File: config.mk
export PLATFORM = sky130hd
export DESIGN_NAME = hnf_loc_access_ctl_flat
export DESIGN_NICKNAME = d
export VERILOG_FILES = /design/src/rtl/hnf_loc_access_ctl_if.sv /design/src/rtl/hnf_loc_access_ctl.sv /design/src/flat_wrapper.sv
export SDC_FILE = /design/constraint.sdc
export NUM_CORES = 1
export LEC_CHECK = 0
export CORE_AREA = 5 5 657 659
export CTS_CLUSTER_SIZE = 20
export DETAILED_ROUTE_END_ITERATION = 7
export DIE_AREA = 0 0 662 664
export PLACE_DENSITY = 0.3
export SLEW_MARGIN = 20
export SYNTH_ARGS = -nofsm -noshare
export SYNTH_HDL_FRONTEND = slang
export SYNTH_SLANG_ARGS = --single-unit
File: constraint.sdc
create_clock -name clk -period 4.11 [get_ports clk]
set_input_delay 0.822 -clock clk [delete_from_list [all_inputs] [get_ports clk]]
set_output_delay 0.822 -clock clk [all_outputs]
set_load 0.005 [all_outputs]
File: src/rtl/hnf_loc_access_ctl_if.sv
// Request/response bundle between the HN-F pipeline and the tag-SRAM request front-end.
interface hnf_loc_access_ctl_if #(
  parameter int IDX_W   = 9,
  parameter int WAY_NUM = 16,
  parameter int CLINE_W = 48,
  parameter int ID_W    = 6
);
  logic                       req_valid;
  logic                       req_ready;
  logic                       req_wr;
  logic [ID_W-1:0]            req_id;
  logic [IDX_W-1:0]           req_index;
  logic [WAY_NUM-1:0]         req_wr_ways;
  logic [CLINE_W-1:0]         req_wr_cline;
  logic                       rsp_valid;
  logic [ID_W-1:0]            rsp_id;
  logic [WAY_NUM*CLINE_W-1:0] rsp_clines;

  modport slave (
    input  req_valid, req_wr, req_id, req_index, req_wr_ways, req_wr_cline,
    output req_ready, rsp_valid, rsp_id, rsp_clines
  );

  modport master (
    output req_valid, req_wr, req_id, req_index, req_wr_ways, req_wr_cline,
    input  req_ready, rsp_valid, rsp_id, rsp_clines
  );
endinterface

File: src/rtl/hnf_loc_access_ctl.sv
// Tag-SRAM request front-end: DEPTH-entry FIFO held until tag init is done, then one issue per cycle straight off the head.
// Read data returns RD_LAT+1 cycles after issue; req_ready drops only when the FIFO is full; responses have no backpressure.
module hnf_loc_access_ctl #(
  parameter int IDX_W   = 9,
  parameter int WAY_NUM = 16,
  parameter int CLINE_W = 48,
  parameter int ID_W    = 6,
  parameter int DEPTH   = 4,
  parameter int RD_LAT  = 2
) (
  input  logic                       clk,
  input  logic                       rst_n,
  input  logic [2:0]                 notify_reg,
  hnf_loc_access_ctl_if.slave        req_if,
  output logic [IDX_W-1:0]           cpl_loc_index_q,
  output logic                       cpl_loc_rd_en_q,
  output logic [WAY_NUM-1:0]         cpl_loc_wr_ways_q,
  output logic [CLINE_W-1:0]         cpl_loc_wr_cline_q,
  input  logic [WAY_NUM*CLINE_W-1:0] loc_rd_clines_q,
  output logic                       busy
);
  localparam int PTR_W   = $clog2(DEPTH);
  localparam int LINES_W = WAY_NUM * CLINE_W;
  localparam logic [PTR_W-1:0] PTR_ONE  = 1;
  localparam logic [PTR_W:0]   CNT_ONE  = 1;
  localparam logic [PTR_W:0]   FULL_CNT = (PTR_W+1)'(DEPTH);

  typedef struct packed {
    logic               wr;
    logic [ID_W-1:0]    id;
    logic [IDX_W-1:0]   index;
    logic [WAY_NUM-1:0] wr_ways;
    logic [CLINE_W-1:0] wr_cline;
  } req_ent_t;

  typedef enum logic {S_INIT, S_RUN} state_e;

  state_e               state_q, state_d;
  req_ent_t             fifo_q [DEPTH];
  req_ent_t             fifo_d [DEPTH];
  logic [PTR_W-1:0]     wr_ptr_q, wr_ptr_d;
  logic [PTR_W-1:0]     rd_ptr_q, rd_ptr_d;
  logic [PTR_W:0]       cnt_q, cnt_d;
  logic [RD_LAT-1:0]    pipe_vld_q, pipe_vld_d;
  logic [ID_W-1:0]      pipe_id_q [RD_LAT];
  logic [ID_W-1:0]      pipe_id_d [RD_LAT];
  logic                 rsp_valid_q, rsp_valid_d;
  logic [ID_W-1:0]      rsp_id_q, rsp_id_d;
  logic [LINES_W-1:0]   rsp_clines_q, rsp_clines_d;
  req_ent_t             head;
  logic                 push, pop;
  logic                 unused_notify;

  // Only the tag-array init flag matters here.
  assign unused_notify = ^{notify_reg[2], notify_reg[0]};

  always_comb begin
    state_d = state_q;
    if (state_q == S_INIT && notify_reg[1]) begin
      state_d = S_RUN;
    end
  end

  assign req_if.req_ready = (cnt_q != FULL_CNT);
  assign push = req_if.req_valid && req_if.req_ready;
  assign pop  = (state_q == S_RUN) && (cnt_q != '0);
  assign head = fifo_q[rd_ptr_q];

  always_comb begin
    fifo_d   = fifo_q;
    wr_ptr_d = wr_ptr_q;
    rd_ptr_d = rd_ptr_q;
    cnt_d    = cnt_q;
    if (push) begin
      fifo_d[wr_ptr_q] = {req_if.req_wr, req_if.req_id, req_if.req_index,
                          req_if.req_wr_ways, req_if.req_wr_cline};
      wr_ptr_d = wr_ptr_q + PTR_ONE;
    end
    if (pop) begin
      rd_ptr_d = rd_ptr_q + PTR_ONE;
    end
    case ({push, pop})
      2'b10:   cnt_d = cnt_q + CNT_ONE;
      2'b01:   cnt_d = cnt_q - CNT_ONE;
      default: cnt_d = cnt_q;
    endcase
  end

  // Issue is combinational off the head so a popped entry reaches the SRAM in its pop cycle.
  always_comb begin
    cpl_loc_index_q    = '0;
    cpl_loc_rd_en_q    = 1'b0;
    cpl_loc_wr_ways_q  = '0;
    cpl_loc_wr_cline_q = '0;
    if (pop) begin
      cpl_loc_index_q = head.index;
      if (head.wr) begin
        cpl_loc_wr_ways_q  = head.wr_ways;
        cpl_loc_wr_cline_q = head.wr_cline;
      end else begin
        cpl_loc_rd_en_q = 1'b1;
      end
    end
  end

  always_comb begin
    pipe_vld_d    = '0;
    pipe_id_d     = '{default: '0};
    pipe_vld_d[0] = cpl_loc_rd_en_q;
    pipe_id_d[0]  = cpl_loc_rd_en_q ? head.id : '0;
    for (int i = 1; i < RD_LAT; i++) begin
      pipe_vld_d[i] = pipe_vld_q[i-1];
      pipe_id_d[i]  = pipe_id_q[i-1];
    end
    rsp_valid_d  = pipe_vld_q[RD_LAT-1];
    rsp_id_d     = pipe_vld_q[RD_LAT-1] ? pipe_id_q[RD_LAT-1] : rsp_id_q;
    rsp_clines_d = pipe_vld_q[RD_LAT-1] ? loc_rd_clines_q : rsp_clines_q;
  end

  always_ff @(posedge clk or negedge rst_n) begin
    if (!rst_n) begin
      state_q      <= S_INIT;
      wr_ptr_q     <= '0;
      rd_ptr_q     <= '0;
      cnt_q        <= '0;
      pipe_vld_q   <= '0;
      pipe_id_q    <= '{default: '0};
      rsp_valid_q  <= 1'b0;
      rsp_id_q     <= '0;
      rsp_clines_q <= '0;
    end else begin
      state_q      <= state_d;
      wr_ptr_q     <= wr_ptr_d;
      rd_ptr_q     <= rd_ptr_d;
      cnt_q        <= cnt_d;
      pipe_vld_q   <= pipe_vld_d;
      pipe_id_q    <= pipe_id_d;
      rsp_valid_q  <= rsp_valid_d;
      rsp_id_q     <= rsp_id_d;
      rsp_clines_q <= rsp_clines_d;
    end
  end

  // Entry storage needs no reset: the pointers alone define occupancy.
  always_ff @(posedge clk) begin
    fifo_q <= fifo_d;
  end

  assign req_if.rsp_valid  = rsp_valid_q;
  assign req_if.rsp_id     = rsp_id_q;
  assign req_if.rsp_clines = rsp_clines_q;
  assign busy = (cnt_q != '0) || (|pipe_vld_q);
endmodule

File: src/flat_wrapper.sv
// flat-port wrapper written by rule: the top's interface ports become plain ports
module hnf_loc_access_ctl_flat 
#(
  parameter int IDX_W   = 9,
  parameter int WAY_NUM = 16,
  parameter int CLINE_W = 48,
  parameter int ID_W    = 6,
  parameter int DEPTH   = 4,
  parameter int RD_LAT  = 2
)
  (clk, rst_n, notify_reg, cpl_loc_index_q, cpl_loc_rd_en_q, cpl_loc_wr_ways_q, cpl_loc_wr_cline_q, loc_rd_clines_q, busy, req_if_req_valid, req_if_req_wr, req_if_req_id, req_if_req_index, req_if_req_wr_ways, req_if_req_wr_cline, req_if_req_ready, req_if_rsp_valid, req_if_rsp_id, req_if_rsp_clines);
  hnf_loc_access_ctl_if #(.IDX_W(IDX_W), .WAY_NUM(WAY_NUM), .CLINE_W(CLINE_W), .ID_W(ID_W)) req_if_i ();
  input  logic clk;
  input  logic rst_n;
  input  logic [2:0] notify_reg;
  output logic [IDX_W-1:0] cpl_loc_index_q;
  output logic cpl_loc_rd_en_q;
  output logic [WAY_NUM-1:0] cpl_loc_wr_ways_q;
  output logic [CLINE_W-1:0] cpl_loc_wr_cline_q;
  input  logic [WAY_NUM*CLINE_W-1:0] loc_rd_clines_q;
  output logic busy;
  input wire logic [$bits(req_if_i.req_valid)-1:0] req_if_req_valid;
  input wire logic [$bits(req_if_i.req_wr)-1:0] req_if_req_wr;
  input wire logic [$bits(req_if_i.req_id)-1:0] req_if_req_id;
  input wire logic [$bits(req_if_i.req_index)-1:0] req_if_req_index;
  input wire logic [$bits(req_if_i.req_wr_ways)-1:0] req_if_req_wr_ways;
  input wire logic [$bits(req_if_i.req_wr_cline)-1:0] req_if_req_wr_cline;
  output wire logic [$bits(req_if_i.req_ready)-1:0] req_if_req_ready;
  output wire logic [$bits(req_if_i.rsp_valid)-1:0] req_if_rsp_valid;
  output wire logic [$bits(req_if_i.rsp_id)-1:0] req_if_rsp_id;
  output wire logic [$bits(req_if_i.rsp_clines)-1:0] req_if_rsp_clines;
  assign req_if_i.req_valid = req_if_req_valid;
  assign req_if_i.req_wr = req_if_req_wr;
  assign req_if_i.req_id = req_if_req_id;
  assign req_if_i.req_index = req_if_req_index;
  assign req_if_i.req_wr_ways = req_if_req_wr_ways;
  assign req_if_i.req_wr_cline = req_if_req_wr_cline;
  assign req_if_req_ready = req_if_i.req_ready;
  assign req_if_rsp_valid = req_if_i.rsp_valid;
  assign req_if_rsp_id = req_if_i.rsp_id;
  assign req_if_rsp_clines = req_if_i.rsp_clines;
  hnf_loc_access_ctl #(.IDX_W(IDX_W), .WAY_NUM(WAY_NUM), .CLINE_W(CLINE_W), .ID_W(ID_W), .DEPTH(DEPTH), .RD_LAT(RD_LAT)) u_core (.clk(clk), .rst_n(rst_n), .notify_reg(notify_reg), .req_if(req_if_i), .cpl_loc_index_q(cpl_loc_index_q), .cpl_loc_rd_en_q(cpl_loc_rd_en_q), .cpl_loc_wr_ways_q(cpl_loc_wr_ways_q), .cpl_loc_wr_cline_q(cpl_loc_wr_cline_q), .loc_rd_clines_q(loc_rd_clines_q), .busy(busy));
endmodule
==> key figures, run 1 <==
Drt
  • Initial DRC count: 1,472
  • Vias/cell: 2.92
  • Remaining DRCs: 0
  • Vias: approximately 29,000
  • WL final: 313,000 microns
  • Pre-Repair DR Iteration Count: 4
  • Antenna-violating nets left: 0
  • WL/cell: roughly 32 microns

Yosys
  • Syn Area/Cell: between 15 and 20 sq um
  • Synth Net Count: ~3,100
  • Primary FF master, synth: dfrtp_1
  • Netlist cell types: 26
  • Post-synthesis cell count: approximately 2,200
  • Synth warnings: 0
  • Number of synthesized flops with an enable pin: 320
  • Post-Synthesis Cell Area: 41,400 sq um
  • Sequential share of the synthesized area: 71.3%
  • Asr flop ratio synth: between 70% and 80%
  • FF+latch count, synth: 1,117

Timing
  • Worst slew pin tran: 1.20 ns
  • Max_slew headroom: approximately a fifth
  • Hold slack: 0.341 ns
  • Final cycle utilization of the critical path: 95.1%
  • Worst setup slack after layout: around 0.2 ns
  • Final Hold Vio Count: 0
  • Post-layout minimum cycle time: 3.91 ns
  • FMAX: 256 MHz
  • Clock skew: 0.0715 ns
  • RSZ-0062 raised after global routing: no
  • Final slew viol count: 0
  • Final setup vio count: 0

Finish
  • Nets@finish: 4,872
  • Layout cells sized above 1: 23.6%
  • Non-filler cells, final: 9,876
  • Commonest non-fill, non-tap cell in the layout: clkdlybuf4s50_1
  • Layout area overhead: 72.0%
  • Fill count: 46,600
  • Core Util, Final: 16.8%
  • Most frequent cells in the layout: 1,696 x clkdlybuf4s50_1, 794 x dfrtp_1, 578 x mux2_2

GRT
  • Global route total overflow: 0
  • Vias in the first global route: approximately 31,000
  • Largest net degree at the start of global routing: between 100 and 150
  • First-pass GRT wire length: 386,000 microns
  • Gr usage total: 13.7%
  • Initial antenna violation count: 234

Clocking
  • CTS tree: yes
  • CTS Buf Count: 163
  • Worst skew pair latency: around 0.85 ns
  • TritonCTS Sinks: between 1,000 and 1,500
  • Root Buffer: clkbuf_16
  • Clk buf depth: 4
  • H-tree depth: 4
  • Worst-path clk slew: 0.06 ns

Placement
  • Port buffer count: 1,702
  • Final HPWL DP: 259,000 microns
  • RD Place Congestion: 0.860
  • Placed cell count: around 9,500
  • Pre-CTS worst setup slack: 0.700 ns

Power
  • Power density cells: 845 nW/um^2
  • Leak: about 26 nW
  • Worst vdd ir: between 0.3 and 0.4 mV

Floorplan
  • Core area: 426,000 sq um
  • Chip height: 664 microns
  • Starting Density: approximately a tenth
  • Die X: 662 microns
  • Io pins: 1,705
  • Die area: 440,000 sq um
  • # rows: 240

Outcome
  • Status: finished clean

Worst hold path
  • Worst Hold Path Cells: 0
  • WHS Endpoint: u_core.pipe_id_q[2]
  • Hold/Removal Path Class: reg -> reg
  • Hold wc startpoint: u_core.pipe_id_d[2]

Flow run
  • Max Cap Viol: 0

Setup path
  • Worst Path Max Fanout: 18
  • Worst Reg-to-Reg Cells: 3
  • CP Launch Type: flop
  • R2R setup slack: approximately 1.7 ns
  • Worst path top cell family by delay: buffers and inverters
  • Reg2reg start: u_core.pipe_vld_q[1]
  • Bufs and invs on worst path: 2
  • Crit Reg-Reg Endpoint: u_core.req_if.rsp_clines[444]
  • Critical Path RT: 3.29 ns
  • CP Capture Type: primary output
  • WS Path Type: reg -> out
  • Crit-path cells: mux4_2, buf_6, and3_1, clkdlybuf4s50_1
  • WP data arrival: 3.09 ns
  • CP peak stage delay: 0.67 ns
  • Slowest CP cell: clkdlybuf4s50_1
==> kinds of logic after synthesis <==
family | share of synthesized area (%)
and+or+nand+nor | 1.38
xor gates and xnor gates | 0.127
adders and majority gates | 0.199
muxes | 25.4
buffers and inverters | 1.56
DFF | 71.3
AOI/OAI and AO/OA | 0.0332
==> final cells by class <==
type	count	area, sq um	share of cell area, %
sequential	1117	29600	41.5
timing repair buffer	1761	17800	25.0
clock buffer	235	4680	6.57
antenna	46	115	0.161
inverter	7	26.3	0.0369
multi-input combinational	962	11300	15.8
clock inverter	61	704	0.988
tap	5687	7120	9.98
==> what timing repair did <==
item / in CTS / in global routing
endpoints found under the setup margin: 70 / 12
endpoints found under the hold margin: 37 / 0
setup buffers: 1 / 0
gates resized for setup: 2 / 5
hold buffers: 1 / 0
==> synth_stat cells, drive strengths merged (5+ instances only) <==
master | number | area share, %
dfrtp | 797 | 48
and3 | 68 | 1.0
mux4 | 80 | 4.3
mux2 | 775 | 21
edfxtp | 320 | 23
clkbuf | 18 | 0.16
ha | 5 | 0.15
and2 | 10 | 0.15
buf | 101 | 1.3
inv | 7 | 0.063
nor2b | 6 | 0.091
==> flip-flops by register name (all words and copies together), names as in the netlist <==
signal and count:
u_core.cnt_q 3, u_core.pipe_id_q 6, u_core.req_if.rsp_valid 1, u_core.req_if.rsp_id 6, u_core.state_q 1, u_core.pipe_id_d 6, u_core.wr_ptr_q 2, u_core.req_if.rsp_clines 768
u_core.rd_ptr_q 2, u_core.pipe_vld_q 2, u_core.fifo_q 320
==> routing by layer <==
metal  global-route usage, %  vias to the layer above  share of wire, %
met3                    6.88                      572                11
met1                    14.8                    14900                37
met2                    23.7                     1421                49
li1                        -                    11900                 -
met4                    3.05                       78               2.8
met5                       0                        -              0.17
==> power by group <==
group	switching [W]	internal [W]	total, W
clock	0.00592	0.00864	0.0146
sequential	0.00299	0.0162	0.0192
combinational	0.0132	0.0134	0.0265
total	0.0221	0.0382	0.0603
==> metrics by stage <==
stage	power, W	instance area (sq um)	setup TNS, ns
floorplan	0.0268	41400	0
global placement	0.0471	65700	0
detailed placement	0.0469	65700	0
CTS	0.0623	71200	-0.0163
global route	0.0636	71200	0
finish	0.0603	71300	0
==> worst max-delay path by stage <==
stage	slack, ns	end	start	cells past startpoint
floorplan	0.93	u_core.fifo_q[0]	req_if_req_valid	1
global placement	0.69	cpl_loc_wr_cline_q[40]	u_core.rd_ptr_q[0]	4
detailed placement	0.70	cpl_loc_wr_cline_q[40]	u_core.rd_ptr_q[0]	4
CTS	-0.008	cpl_loc_wr_cline_q[32]	u_core.rd_ptr_q[0]	4
global route	0.007	cpl_loc_wr_cline_q[27]	u_core.rd_ptr_q[0]	4
finish	0.20	cpl_loc_wr_cline_q[37]	u_core.rd_ptr_q[0]	4
Note: power is estimated with default switching activity, not from simulation.
==> run 2: changes to the inputs <==
--- a/config.mk
+++ b/config.mk
@@ -14,3 +14,4 @@
 export SYNTH_ARGS = -nofsm -noshare
 export SYNTH_HDL_FRONTEND = slang
 export SYNTH_SLANG_ARGS = --single-unit
+export TNS_END_PERCENT = 10
==> run 2 against run 1 <==
Setup slack is the same; die area stayed put; count of clock-buffer cells in the layout unchanged; clock power about the same; utilization stayed put; fmax did not move; sequential share of layout area unchanged; design area stayed put; global-route usage stayed put; sequential cell count unchanged; non-clock buffer count unchanged; critical path type unchanged; critical endpoint unchanged.
==> key figures, run 2 (synthesis gave the netlist of run 1 again) <==
Placement
  • RD Place Congestion: 0.860
  • Area of placed instances: between 60,000 and 70,000 sq um
  • Port buffer count: 1,702
  • Final HPWL DP: 259,000 microns

Power
  • Switch Pwr: 0.0221 W
  • Worst vdd ir: 0.394 mV
  • Leak: 26.1 nW
  • Internal power: 0.0382 W
  • Combinational Power Share: between 40% and 50%
  • Sequential fraction of design power: 31.8%
  • Clock power frac: 24.2%
  • Power density cells: 845 nW/um^2
  • Switching share of power: 36.6%

Drt
  • WL final: 313,000 microns
  • Pre-Repair DR Iteration Count: 4
  • Antenna-violating nets left: 0
  • Remaining DRCs: 0
  • WL/cell: between 30 and 40 microns
  • Vias: 28,900
  • Vias/cell: 2.92
  • Initial DRC count: 1,472

Setup path
  • Slowest CP cell: clkdlybuf4s50_1
  • CP Capture Type: primary output
  • Crit-path cells: mux4_2, buf_6, and3_1, clkdlybuf4s50_1
  • WP data arrival: ~3.1 ns
  • Bufs and invs on worst path: 2
  • Critical Path RT: 3.29 ns
  • CP peak stage delay: between 0.6 and 0.7 ns
  • Worst path top cell family by delay: buffers and inverters
  • Worst Path Max Fanout: 18
  • CP Launch Type: flop
  • WS Path Type: reg -> out

Finish
  • Register area: 29,600 sq um
  • Area of the multi-input gates: ~11,000 sq um
  • Nets@finish: 4,872
  • Largest register FFs: roughly 770
  • Design area: 71,300 sq um
  • Most frequent cells in the layout: 1,696 x clkdlybuf4s50_1, 794 x dfrtp_1, 578 x mux2_2
  • Fill count: roughly 47,000
  • Commonest non-fill, non-tap cell in the layout: clkdlybuf4s50_1
  • Layout area overhead: 72.0%
  • Layout cells sized above 1: 23.6%

GRT
  • Gr usage total: around 14%
  • Initial antenna violation count: 234
  • Largest net degree at the start of global routing: 134
  • Vias in the first global route: around 31,000
  • First-pass GRT wire length: 386,000 microns
  • Global route total overflow: 0

Outcome
  • Status: finished clean

Clocking
  • TritonCTS Sinks: 1,117
  • Root Buffer: clkbuf_16
  • H-tree depth: 4
  • CTS Buf Count: 163
  • Clk buf depth: 4
  • CTS tree: yes
  • Worst skew pair latency: 0.85 ns
  • Worst-path clk slew: 0.06 ns

Floorplan
  • # rows: 240
  • Io pins: ~1,700
  • Die X: 662 microns
  • Core area: 426,000 sq um
  • Chip height: 664 microns
  • Starting Density: 9.74%
  • Die area: between 400,000 and 500,000 sq um

Flow run
  • Max Cap Viol: 0

Timing
  • Worst slew pin tran: about 1.2 ns
  • Clock skew: about 0.071 ns
  • Final setup vio count: 0
  • Post-layout minimum cycle time: between 3 and 4 ns
  • Max_slew headroom: 20.3%
  • Final Hold Vio Count: 0
  • FMAX: 256 MHz
  • Final slew viol count: 0
  • Final cycle utilization of the critical path: 95.1%
  • Hold slack: 0.341 ns
  • Setup Total Neg Slack: 0 ns
  • RSZ-0062 raised after global routing: no

Worst hold path
  • Hold/Removal Path Class: reg -> reg
run 2: repair_timing:
item	in CTS	in global routing
hold buffers	1	0
gates resized for setup	2	5
setup endpoints to repair	70	12
setup buffers	1	0
hold endpoints to repair	37	0
run 2: final cells by class:
class / count / share of cell area [%]
antenna: 46 / 0.161
sequential: 1117 / 41.5
tap: 5687 / 9.98
clock inverter: 61 / 0.988
inverter: 7 / 0.0369
multi-input combinational: 962 / 15.8
clock buffer: 235 / 6.57
timing repair buffer: 1761 / 25.0
run 2: power groups by stage:
stage          Sequential, W  Combinational (W)  Clock (W)
3_3_place_gp          0.0194             0.0277          0
6_report              0.0192             0.0265     0.0146
2_1_floorplan         0.0187            0.00818          0
3_5_place_dp          0.0194             0.0275          0
5_1_grt               0.0197             0.0283     0.0156
4_1_cts               0.0193             0.0278     0.0153
run 2: metal layers:
layer,track usage [%],wire (microns),vias to the layer above
li1,-,-,11900
met1,14.8,115000,14900
met2,23.7,153000,1421
met3,6.88,35800,572
met4,3.05,8630,78
met5,0,537,-
run 2: metrics by stage:
stage | total power (W) | std cells | utilization [%] | setup slack [ns]
finish | 0.0603 | 9876 | 16.8 | 0.202
CTS | 0.0623 | 9830 | 16.7 | -0.00762
global placement | 0.0471 | 9532 | 15.5 | 0.693
global route | 0.0636 | 9836 | 16.7 | 0.00746
floorplan | 0.0268 | 2205 | - | 0.925
detailed placement | 0.0469 | 9532 | 15.5 | 0.700
run 2: worst reg2reg max path, stage by stage (launching register included):
cell	delay (ns)
dfrtp_4	0.72
buf_12	0.48
buf_4	0.66
mux2_2	0.43
run 2: final timing paths:
check                                          start                            end  slack, ns  cells after the start
worst max-delay path              u_core.rd_ptr_q[0]         cpl_loc_wr_cline_q[37]       0.20                      4
worst min-delay path             u_core.pipe_id_d[2]            u_core.pipe_id_q[2]       0.34                      0
worst max register to register  u_core.pipe_vld_q[1]  u_core.req_if.rsp_clines[444]       1.70                      3
worst min register to register   u_core.pipe_id_d[2]            u_core.pipe_id_q[2]       0.34                      0
max in group asynchronous                      rst_n  u_core.req_if.rsp_clines[107]       2.33                      4
min in group asynchronous                      rst_n  u_core.req_if.rsp_clines[523]       0.59                      2
==> edit 1, RTL diff (config.mk and constraints of run 2) <==
Reset style: synchronous (`rst_n`), changed in one clocked block.
--- a/src/rtl/hnf_loc_access_ctl.sv
+++ b/src/rtl/hnf_loc_access_ctl.sv
@@ -118,5 +118,5 @@
   end
 
-  always_ff @(posedge clk or negedge rst_n) begin
+  always_ff @(posedge clk) begin
     if (!rst_n) begin
       state_q      <= S_INIT;
Check against the original RTL: differs if rst_n is asserted again (counterexample within 4 cycles, from zero or initial values and one cycle with rst_n low); with rst_n held inactive, the same outputs for 4 cycles.
==> edit 1 against run 2 <==
- setup slack better by 0.045 ns
- wire length up 9.1%
- sequential cell count unchanged
- register-to-register slack worse by 0.05 ns
- highest routed layer unchanged
- cell area down 2.5%
- synthesized area down 3.9%
Power is not compared: it rests on default switching activity, and its combinational part moved more than twofold at a synthesized area within 25%.
==> edit 1: results (changes against run 2) <==
{| class="wikitable"
! Metric !! Value
|-
| Result of the run || completed (unchanged)
|-
| Routed metal-1 wirelength || 130 mm (was 115 mm)
|-
| First element of the critical path || u_core.rd_ptr_q[0] (unchanged)
|-
| GRT Resource Usage Total || 14.8% (was 13.7%)
|-
| Register area share after synthesis || 64.2% (was 71.3%)
|-
| Met2 demand-to-capacity share in global routing || 25.6% (was 23.7%)
|-
| Minimum hold slack || 0.431 ns (was 0.341 ns)
|-
| Pin slew with the least headroom to its limit || 1.17 ns (was 1.20 ns)
|-
| Leading post-synthesis cells by cell area || dfxtp_1 40%, edfxtp_1 24%, mux2i_1 19% (was dfrtp_1 48%, edfxtp_1 23%, mux2_2 16%)
|-
| Launching point of the worst reg2reg path || u_core.pipe_vld_q[1] (unchanged)
|-
| Unique cell type count in the Yosys netlist || 28 (was 26)
|-
| List of most frequent post-synthesis cells || 797 x dfxtp_1, 783 x nor2_1, 774 x mux2i_1 (was 797 x dfrtp_1, 578 x mux2_2, 320 x edfxtp_1)
|-
| Layout cell share with drive strength beyond 1 || 8.36% (was 23.6%)
|-
| Main flop type after synthesis || dfxtp_1 (was dfrtp_1)
|-
| Wire length of the first global-routing pass || 417 mm (was 386 mm)
|-
| Total met3 wirelength after detailed routing || 35.5 mm (was 35.8 mm)
|-
| Clock skew || 0.0688 ns (was 0.0715 ns)
|-
| Arrival time at the worst endpoint || 3.04 ns (was 3.09 ns)
|-
| Antenna violations before repair || 236 (was 234)
|-
| Final HPWL DP || 286 mm (was 259 mm)
|-
| Met3 routing resource usage after global routing || 6.64% (was 6.88%)
|-
| Via density || 3.02 (was 2.92)
|-
| Placer congestion estimate || 0.954 (was 0.860)
|-
| Net count after synthesis || 3947 (was 3065)
|-
| Number of CTS-inserted buffers || 164 (was 163)
|-
| Global-route track usage on met1 || 16.8% (was 14.8%)
|-
| Net count reported at finish || 5679 (was 4872)
|}
-- edit 1: worst min-delay path by stage --
stage	from	to	slack (ns)
finish	u_core.pipe_id_d[2]	u_core.pipe_id_q[2]	0.43
global route	notify_reg[1]	u_core.state_q	0.45
CTS	notify_reg[1]	u_core.state_q	0.40
detailed placement	u_core.pipe_id_d[2]	u_core.pipe_id_q[2]	0.42
global placement	u_core.pipe_id_d[2]	u_core.pipe_id_q[2]	0.42
floorplan	u_core.pipe_id_d[0]	u_core.pipe_id_q[0]	0.41
-- edit 1: worst register-to-register path, delay by kind of cell (launching register included) --
family,cells,cell delay (ns)
buffers and inverters,2,1.22
muxes,1,0.31
and+or+nand+nor,1,0.06
DFF,1,0.71
-- edit 1: cell type report --
class	instances	area [um^2]
clock inverter	59	713
sequential	1117	25600
timing repair buffer	1774	18000
antenna	40	100
clock buffer	226	4630
inverter	7	36.3
fill	47100	356000
multi-input combinational	1755	13300
tap	5687	7120
-- edit 1: repair_timing --
action | CTS | global route
setup endpoints to repair | 38 | 0
setup buffers | 3 | 0
resized for setup | 4 | 0
-- edit 1: cells by family after synthesis --
| kind of cell | share of synthesized area, % |
|---|---|
| compound gates | 0.154 |
| simple gates | 8.94 |
| mux | 24.0 |
| flops | 64.2 |
| fa+ha+maj | 0.207 |
| buf+inv | 2.46 |
| xor+xnor | 0.0880 |
-- edit 1: power breakdown --
| group | internal [uW] | switching (uW) |
|---|---|---|
| logic | 2240 | 2210 |
| registers | 11800 | 231 |
| clock network | 8570 | 5950 |
| total | 22600 | 8390 |
-- edit 1: stage by stage --
step	power (uW)	instance area (um^2)	instances
floorplan	13900	39800	3087
global route	32500	69400	10600
detailed placement	16800	64000	10300
global placement	16900	64000	10300
CTS	32000	69400	10600
finish	31000	69500	10700
==> edit 2, RTL diff (settings of run 2) <==
Without the edit above. `ID_W` is set to 6 in 3 places; all go to 12.
--- a/src/rtl/hnf_loc_access_ctl_if.sv
+++ b/src/rtl/hnf_loc_access_ctl_if.sv
@@ -4,5 +4,5 @@
   parameter int WAY_NUM = 16,
   parameter int CLINE_W = 48,
-  parameter int ID_W    = 6
+  parameter int ID_W    = 12
 );
   logic                       req_valid;
--- a/src/rtl/hnf_loc_access_ctl.sv
+++ b/src/rtl/hnf_loc_access_ctl.sv
@@ -5,5 +5,5 @@
   parameter int WAY_NUM = 16,
   parameter int CLINE_W = 48,
-  parameter int ID_W    = 6,
+  parameter int ID_W    = 12,
   parameter int DEPTH   = 4,
   parameter int RD_LAT  = 2
--- a/src/flat_wrapper.sv
+++ b/src/flat_wrapper.sv
@@ -5,5 +5,5 @@
   parameter int WAY_NUM = 16,
   parameter int CLINE_W = 48,
-  parameter int ID_W    = 6,
+  parameter int ID_W    = 12,
   parameter int DEPTH   = 4,
   parameter int RD_LAT  = 2
Ports: changed (resized req_if_req_id and req_if_rsp_id); port bits go from 1705 to 1717. No check against the original RTL was run, so the function may have changed too.
==> edit 2 against run 2 <==
- fmax rose by 0.41%
- cell area is 2.5% higher
- setup slack better by 0.016 ns
- wire length increased by 3.3%
- sequential power up 3%
- die area stayed put
- total power up 1.3%
- utilization grew 0.41 points
- synthesized area rose by 3.8%
- sequential cell count grew 42
- largest power group unchanged
- highest routed layer unchanged
==> edit 2: results (changes against run 2) <==
{| class="wikitable"
! Metric !! Value
|-
| Result of the run || completed (unchanged)
|-
| Number of CTS-inserted buffers || 170 (was 163)
|-
| Endpoint of the most critical register-to-register path || u_core.req_if.rsp_clines[13] (was u_core.req_if.rsp_clines[444])
|-
| Maximum number of pins on one net before global-route repair || 145 (was 134)
|-
| Clock skew || 0.0604 ns (was 0.0715 ns)
|-
| Drt initial violations || 1468 (was 1472)
|-
| Met2 demand-to-capacity share in global routing || 23.6% (was 23.7%)
|-
| Worst-path fanout max || 50 (was 18)
|-
| Met2 routed WL || 152 mm (was 153 mm)
|-
| List of most frequent post-synthesis cells || 815 x dfrtp_1, 781 x mux2_1, 344 x edfxtp_1 (was 797 x dfrtp_1, 578 x mux2_2, 320 x edfxtp_1)
|-
| Placer congestion estimate || 0.893 (was 0.860)
|-
| Worst hold start || u_core.pipe_id_d[5] (was u_core.pipe_id_d[2])
|-
| Router iterations before antenna repair || 5 (was 4)
|-
| Layout cell share with drive strength beyond 1 || 9.94% (was 23.6%)
|-
| Dpl cells || 9605 (was 9532)
|-
| Routed wirelength normalized by instance count || 32.4 um (was 31.7 um)
|-
| Register area share after synthesis || 71.4% (was 71.3%)
|-
| Leakage component of the power || 0.0268 uW (was 0.0261 uW)
|-
| Filler Cells Inserted || 46.5k (was 46.6k)
|-
| Avg Inst Size Synth || 19.0 um^2 (was 18.8 um^2)
|-
| GRT Resource Usage Total || 14.2% (was 13.7%)
|-
| Crit path to || cpl_loc_wr_ways_q[4] (was cpl_loc_wr_cline_q[37])
|-
| Count of port buffers added during placement || 1714 (was 1702)
|-
| Net count after synthesis || 3135 (was 3065)
|-
| Final HPWL DP || 268 mm (was 259 mm)
|-
| Net count reported at finish || 4957 (was 4872)
|-
| Arrival time at the worst endpoint || 3.07 ns (was 3.09 ns)
|-
| Met3 routing resource usage after global routing || 6.80% (was 6.88%)
|-
| Pin slew with the least headroom to its limit || 1.01 ns (was 1.20 ns)
|-
| Wire length of the first global-routing pass || 400 mm (was 386 mm)
|}
[edit 2: cell types whose count changed after synthesis, moves of 2 or more]
cell,change
buf_1,-3
nor2b_1,-3
buf_12,+3
buf_6,+2
dfrtp_1,+18
buf_2,-7
mux4_2,+6
nor2b_4,+9
mux2_2,-578
edfxtp_1,+24
mux2_1,+584
buf_4,+9
[edit 2: stage by stage]
stage | cell area, um^2 | setup slack (ns)
finish | 73000 | 0.217
global route | 72900 | 0.00713
CTS | 72900 | 0.0111
detailed placement | 67400 | 0.943
global placement | 67400 | 0.933
floorplan | 43000 | 0.783
[edit 2: kinds of logic after synthesis]
| group | count (synthesis) | share of synthesized area, % |
|---|---|---|
| buf+inv | 130 | 1.74 |
| mux | 867 | 24.9 |
| compound gates | 2 | 0.0320 |
| flops | 1159 | 71.4 |
| xor+xnor | 6 | 0.122 |
| simple gates | 99 | 1.59 |
| fa+ha+maj | 6 | 0.192 |
[edit 2: what timing repair did]
action / 4_1_cts / 5_1_grt
hold buffers: 1 / 0
hold endpoints to repair: 30 / 0
setup endpoints to repair: 7 / 0
gates resized for setup: 2 / 0
buffers inserted: 0 / 0
[edit 2: where the power goes]
| group | switching (uW) | internal (uW) | total (uW) |
|---|---|---|---|
| combinational | 13800 | 12700 | 26600 |
| sequential | 2940 | 16800 | 19700 |
| clock | 6080 | 8710 | 14800 |
| total | 22800 | 38200 | 61000 |
[edit 2: area by class of cell]
class | count | area share [%]
Antenna cell | 51 | 0.175
Timing Repair Buffer | 1773 | 24.6
Clock buffer | 248 | 6.64
Sequential cell | 1159 | 42.1
Multi-Input combinational cell | 980 | 15.9
Tap cell | 5687 | 9.74
Clock inverter | 60 | 0.824
Inverter | 7 | 0.0360
